--- config.mk ---
export PLATFORM = sky130hd
export DESIGN_NAME = vga_timing_gen
export DESIGN_NICKNAME = d
export VERILOG_FILES = /design/src/rtl/vga_pkg.sv /design/src/rtl/vga_delay_line.sv /design/src/rtl/vga_timing_gen.sv
export SDC_FILE = /design/constraint.sdc
export NUM_CORES = 1
export LEC_CHECK = 0
export ABC_AREA = 1
export CORE_UTILIZATION = 46
export CTS_CLUSTER_SIZE = 30
export DETAILED_ROUTE_END_ITERATION = 16
export PLACE_DENSITY = 0.73
export SLEW_MARGIN = 20
export SYNTH_ARGS = -nofsm -noshare
export SYNTH_HDL_FRONTEND = slang
export SYNTH_SLANG_ARGS = --single-unit
export TNS_END_PERCENT = 100
--- constraint.sdc ---
create_clock -name clk -period 1.2 [get_ports clk]
set_input_delay 0.18 -clock clk [delete_from_list [all_inputs] [get_ports clk]]
set_output_delay 0.18 -clock clk [all_outputs]
set_load 0.005 [all_outputs]
--- src/rtl/vga_pkg.sv ---
// Shared constants for the VGA timing generator family: standard mode
// timings, counter widths and the layout of the delayed timing payload.
package vga_pkg;

    localparam int H_CNT_W     = 11;
    localparam int V_CNT_W     = 10;
    localparam int H_TOTAL_MAX = 2048;
    localparam int V_TOTAL_MAX = 1024;
    localparam int PIX_LAT_MAX = 4;

    typedef struct packed {
        int h_active;
        int h_fp;
        int h_sync;
        int h_bp;
        int v_active;
        int v_fp;
        int v_sync;
        int v_bp;
        bit hs_pol;
        bit vs_pol;
    } vga_mode_t;

    localparam vga_mode_t MODE_640X480_60  = '{640, 16, 96, 48, 480, 10, 2, 33, 1'b0, 1'b0};
    localparam vga_mode_t MODE_800X600_60  = '{800, 40, 128, 88, 600, 1, 4, 23, 1'b1, 1'b1};
    localparam vga_mode_t MODE_1024X768_60 = '{1024, 24, 136, 160, 768, 3, 6, 29, 1'b0, 1'b0};

    // Stage-0 timing payload carried through the pixel-latency delay line.
    // Field order from MSB: act, hs, vs, fs. All-zero is the idle value.
    typedef struct packed {
        logic act;
        logic hs;
        logic vs;
        logic fs;
    } timing_t;

    localparam int      TIMING_W    = $bits(timing_t);
    localparam timing_t TIMING_IDLE = '0;

endpackage

--- src/rtl/vga_delay_line.sv ---
// Enable-gated shift register used to align timing flags with the pixel
// source latency. DEPTH=0 degenerates to a plain wire.
module vga_delay_line #(
    parameter int             W       = 4,
    parameter int             DEPTH   = 1,
    parameter logic [W-1:0]   RST_VAL = '0
) (
    input  logic         clk,
    input  logic         rst_n,
    input  logic         en,
    input  logic [W-1:0] din,
    output logic [W-1:0] dout
);

    generate
        if (DEPTH == 0) begin : g_wire
            logic unused_ctrl;
            assign unused_ctrl = &{1'b0, clk, rst_n, en};
            assign dout = din;
        end else begin : g_shift
            logic [W-1:0] stage [DEPTH];

            // Shift one slot per enabled clock; reset loads the idle payload everywhere
            always_ff @(posedge clk or negedge rst_n) begin
                if (!rst_n) begin
                    for (int i = 0; i < DEPTH; i++) stage[i] <= RST_VAL;
                end else if (en) begin
                    stage[0] <= din;
                    for (int i = 1; i < DEPTH; i++) stage[i] <= stage[i-1];
                end
            end

            assign dout = stage[DEPTH-1];
        end
    endgenerate

endmodule

--- src/rtl/vga_timing_gen.sv ---
// Parametrised VGA timing generator and pixel output stage. Counters address
// an external pixel source; sync/de/frame flags are delayed by the source
// latency so everything reaches the pins on the same clock.
module vga_timing_gen
    import vga_pkg::*;
#(
    parameter int H_ACTIVE = MODE_1024X768_60.h_active,
    parameter int H_FP     = MODE_1024X768_60.h_fp,
    parameter int H_SYNC   = MODE_1024X768_60.h_sync,
    parameter int H_BP     = MODE_1024X768_60.h_bp,
    parameter int V_ACTIVE = MODE_1024X768_60.v_active,
    parameter int V_FP     = MODE_1024X768_60.v_fp,
    parameter int V_SYNC   = MODE_1024X768_60.v_sync,
    parameter int V_BP     = MODE_1024X768_60.v_bp,
    parameter bit HS_POL   = 1'b0,
    parameter bit VS_POL   = 1'b0,
    parameter int COLOR_W  = 3,
    parameter int PIX_LAT  = 1
) (
    input  logic               clk,
    input  logic               rst_n,
    input  logic               en,
    output logic [H_CNT_W-1:0] pix_x,
    output logic [V_CNT_W-1:0] pix_y,
    output logic               pix_req,
    input  logic [COLOR_W-1:0] r_in,
    input  logic [COLOR_W-1:0] g_in,
    input  logic [COLOR_W-1:0] b_in,
    output logic               hsync,
    output logic               vsync,
    output logic [COLOR_W-1:0] r,
    output logic [COLOR_W-1:0] g,
    output logic [COLOR_W-1:0] b,
    output logic               de,
    output logic               frame_start
);

    localparam int H_TOTAL = H_ACTIVE + H_FP + H_SYNC + H_BP;
    localparam int V_TOTAL = V_ACTIVE + V_FP + V_SYNC + V_BP;

    generate
        if (H_TOTAL > H_TOTAL_MAX) begin : g_h_check
            $error("vga_timing_gen: H_TOTAL %0d exceeds %0d", H_TOTAL, H_TOTAL_MAX);
        end
        if (V_TOTAL > V_TOTAL_MAX) begin : g_v_check
            $error("vga_timing_gen: V_TOTAL %0d exceeds %0d", V_TOTAL, V_TOTAL_MAX);
        end
        if (PIX_LAT < 0 || PIX_LAT > PIX_LAT_MAX) begin : g_lat_check
            $error("vga_timing_gen: PIX_LAT %0d outside 0..%0d", PIX_LAT, PIX_LAT_MAX);
        end
    endgenerate

    // Decode bounds carry one spare bit so a full 2048/1024 total cannot alias to 0.
    localparam logic [H_CNT_W-1:0] H_LAST    = H_CNT_W'(H_TOTAL - 1);
    localparam logic [V_CNT_W-1:0] V_LAST    = V_CNT_W'(V_TOTAL - 1);
    localparam logic [H_CNT_W:0]   H_ACT_END = (H_CNT_W+1)'(H_ACTIVE);
    localparam logic [H_CNT_W:0]   HS_START  = (H_CNT_W+1)'(H_ACTIVE + H_FP);
    localparam logic [H_CNT_W:0]   HS_END    = (H_CNT_W+1)'(H_ACTIVE + H_FP + H_SYNC);
    localparam logic [V_CNT_W:0]   V_ACT_END = (V_CNT_W+1)'(V_ACTIVE);
    localparam logic [V_CNT_W:0]   VS_START  = (V_CNT_W+1)'(V_ACTIVE + V_FP);
    localparam logic [V_CNT_W:0]   VS_END    = (V_CNT_W+1)'(V_ACTIVE + V_FP + V_SYNC);

    logic [H_CNT_W-1:0] h_cnt;
    logic [V_CNT_W-1:0] v_cnt;
    logic [H_CNT_W:0]   h_ext;
    logic [V_CNT_W:0]   v_ext;
    timing_t            t0;
    timing_t            t_d;

    assign h_ext = {1'b0, h_cnt};
    assign v_ext = {1'b0, v_cnt};

    // Raster counters: column every enabled clock, line on column wrap
    always_ff @(posedge clk or negedge rst_n) begin
        if (!rst_n) begin
            h_cnt <= '0;
            v_cnt <= '0;
        end else if (en) begin
            if (h_cnt == H_LAST) begin
                h_cnt <= '0;
                v_cnt <= (v_cnt == V_LAST) ? '0 : v_cnt + 1'b1;
            end else begin
                h_cnt <= h_cnt + 1'b1;
            end
        end
    end

    assign pix_x   = h_cnt;
    assign pix_y   = v_cnt;
    assign pix_req = (h_ext < H_ACT_END) && (v_ext < V_ACT_END);

    // Stage-0 timing flags decoded straight from the counters
    always_comb begin
        t0     = TIMING_IDLE;
        t0.act = pix_req;
        t0.hs  = (h_ext >= HS_START) && (h_ext < HS_END);
        t0.vs  = (v_ext >= VS_START) && (v_ext < VS_END);
        t0.fs  = (h_cnt == '0) && (v_cnt == '0);
    end

    vga_delay_line #(
        .W       (TIMING_W),
        .DEPTH   (PIX_LAT),
        .RST_VAL (TIMING_IDLE)
    ) u_delay (
        .clk   (clk),
        .rst_n (rst_n),
        .en    (en),
        .din   (t0),
        .dout  (t_d)
    );

    // Pin register: apply sync polarity and blank colour outside the active area
    always_ff @(posedge clk or negedge rst_n) begin
        if (!rst_n) begin
            hsync       <= ~HS_POL;
            vsync       <= ~VS_POL;
            de          <= 1'b0;
            frame_start <= 1'b0;
            r           <= '0;
            g           <= '0;
            b           <= '0;
        end else if (en) begin
            hsync       <= t_d.hs ^ ~HS_POL;
            vsync       <= t_d.vs ^ ~VS_POL;
            de          <= t_d.act;
            frame_start <= t_d.fs;
            r           <= t_d.act ? r_in : '0;
            g           <= t_d.act ? g_in : '0;
            b           <= t_d.act ? b_in : '0;
        end
    end

endmodule

==> qor.txt <==
Total gr overflow - 0
Routed WL - 8150 um
Unrepaired setup endpoints after global routing - yes
Crit path max fanout - 5
M1 wire length - 3160 um
Slew Limit Fails - 0
DR pass1 iterations - 5
Final setup fails - 25
CTS tree - done
Crit end category - flip-flop
WP buf/inv - 3
Largest net degree at the start of global routing - 39
Via count - 2529
Met3 WL - 579 um
Yosys top cell by area - dfrtp_1
Antenna-violating nets left - 0
Worst Path Required - 1.42 ns
HPWL after detailed placement - 3910 um
H-Tree Depth - 2
Critical-path cell list - buf_6 -> ha_4 -> buf_4 -> nand2_2 -> inv_2 -> nand3_2 -> nor2_4 -> nand3_1 -> o21ai_1
Initial core utilization - 48.6%
Synth unique cells - 33
Fin crit share - 129%
Vias per std cell - 5.62
Ports - 47
RePlAce Congestion - 0.849
Failing checks - negative setup slack
Crit path max-delay family - simple AND/OR/NAND/NOR gates
Slew HR - 77.2%
Final nets - 415
Post-place setup slack - -0.296 ns
Port bufs - 46
Reg clk slew, reported paths - 0.09 ns
Fin worst setup slack - -0.351 ns
DR DRC count - 0
Crit Path Class - reg -> reg
Placement Rows - 24
Hold Path Class - in -> async
Clk sinks - 38
Crit path DAT - 1.77 ns
Core Box Area - 4410 um2
Area Overhead vs Synth - 73.1%
Fin crit period - 1.55 ns
LEAKAGE - 1.90 nW
Ant diodes - 0
Setup crit start kind - flip-flop
Tot Pwr - 6.99 mW
Clk root buf - clkbuf_8
Worst Tran Pin Value - 0.341 ns
Share of cells above drive strength 1 - 48.5%
Syn Nets - 289
Syn_area_per_cell - 7.91 um2
Top layer in use - met4
Power Dens Cells - 1880 nW/um2
Clk_skew - 0.0150 ns
Post-synth top area share - 42.0%
CP max stage cell - dfrtp_1
Area occupied by multi-input gates - 1320 um2
Met2 Routed Length - 4030 um
DR iter-0 viols - 203
Yosys Warn Count - 0
Seq. cell area - 957 um2
Vias in the first global route - 2432
Max Freq - 0.645 GHz
Worst Setup SP - pix_x[1]
Critical Path Max Stage Delay - 0.40 ns
Max cap viols - 0
Synthesized flop and latch total - 38
CTS Buf Count - 5
Cell count after synthesis - 271
Crit Reg-Reg Startpoint - pix_x[1]
Die area - 4940 um2
Die Height - 70.3 um
Latest clock arrival within the worst-skew pair - 0.31 ns
Die width - 70.3 um
Top post-synthesis cells by area - dfrtp_1, nand2_1, nand3_1, inv_1, nor2_1
Worst VDD drop - 1420 uV
WL/cell - 18.1 um
FILL cells - 226
GRT Util Overall - 30.0%
First-pass GRT wire length - 11500 um
Initial antenna violation count - 0
Final Hold Viols - 0
Max clock buf depth - 2
Sequential fraction of the synthesis area - 44.5%
Status - finished with violations
Synth Cell Area - 2140 um2
-- timing repair --
item,4_1_cts,5_1_grt
buffers inserted,37,9
resized for setup,156,54
setup endpoints to repair,56,34
hold buffers,1,0
hold endpoints to repair,36,0
pin swaps,19,23
-- worst reg2reg max path, cell delays in order, from the launching register on --
cell and delay [ns]:
dfrtp_1 0.40, buf_6 0.13, ha_4 0.17, buf_4 0.12, nand2_2 0.05, inv_2 0.05, nand3_2 0.11, nor2_4 0.20
nand3_1 0.13, o21ai_1 0.12
-- cell usage in the layout, fill, tap and decap left out, drive strengths merged --
cell           instances
a21oi                  2
o2111ai                1
dfrtp                 36
xnor2                  2
o211ai                 1
nand3                 29
buf                   97
nand4                  7
dfstp                  2
clkdlybuf4s50         10
xor2                   7
nor3                   4
dlygate4sd3            1
nand2                 83
inv                   28
nor3b                  1
clkbuf                 8
clkdlybuf4s15          1
nor2                  32
clkinvlp               1
ha                     6
dlygate4sd2           17
nor4                   1
or2                    1
nand3b                 3
clkinv                 1
o21ai                 16
-- final cells by class --
cell class	instances	area share (%)
tap	52	1.75
inverter	28	3.04
multi-input combinational	196	35.5
timing repair buffer	128	31.3
clock inverter	2	0.337
clock buffer	6	2.23
sequential	38	25.8
-- where the power goes --
group	switching (mW)	total, mW	internal, mW	leakage, nW
registers	0.285	1.87	1.58	0.487
clock network	0.519	0.982	0.463	0.0472
logic	2.06	4.14	2.09	1.37
total	2.86	6.99	4.13	1.90
-- final timing paths --
| kind | endpoint | slack (ns) | cells past startpoint |
|---|---|---|---|
| setup / recovery | pix_y[0] | -0.35 | 9 |
| hold / removal | pix_x[9] | 0.36 | 3 |
| max in group asynchronous | hsync | 0.58 | 3 |
| setup reg to reg | pix_y[0] | -0.35 | 9 |
| hold reg to reg | vsync | 0.44 | 1 |
| min in group clk | g[1] | 0.44 | 3 |
-- flip-flops by register name, summed over array words and instances (netlist names) --
signal and flops:
b 3, de 1, frame_start 1, g 3, hsync 1, pix_x 11, pix_y 10, r 3
u_delay.dout 4, vsync 1
-- per-stage QoR --
step / hold WS [ns] / setup TNS [ns] / std cells / util [%] / cell area (um2)
2_1_floorplan: -0.116 / -0.264 / 271 / - / 2150
3_3_place_gp: 0.163 / -6.42 / 404 / 67.8 / 2990
3_5_place_dp: 0.162 / -7.17 / 404 / 67.8 / 2990
4_1_cts: 0.380 / -2.78 / 447 / 80.9 / 3570
5_1_grt: 0.378 / -6.77 / 450 / 84.0 / 3710
6_report: 0.357 / -5.52 / 450 / 84.0 / 3710
-- Yosys cell counts (all sizes together) --
master	instances
dfstp	2
buf	6
nand3b	3
dfrtp	36
nand3	29
nor2	32
nand4	7
inv	28
o2111ai	1
o21ai	16
xor2	7
nor3b	1
or2	1
clkbuf	3
nand2	83
nor4	1
o211ai	1
ha	6
nor3	4
a21oi	2
xnor2	2
-- metal layers --
layer | vias to the layer above | GRT usage [%]
met3 | 45 | 6.06
li1 | 1117 | -
met5 | - | 0
met2 | 152 | 51.3
met4 | 0 | 12.4
met1 | 1215 | 36.7
-- kinds of logic after synthesis --
| family | Yosys count | synth area share (%) |
|---|---|---|
| AOI/OAI and AO/OA | 20 | 5.49 |
| and+or+nand+nor | 161 | 35.6 |
| buffers and inverters | 37 | 7.24 |
| adders and majority gates | 6 | 3.50 |
| xor gates and xnor gates | 9 | 3.68 |
| DFF | 38 | 44.5 |
Power figures use the tool's default switching activity.
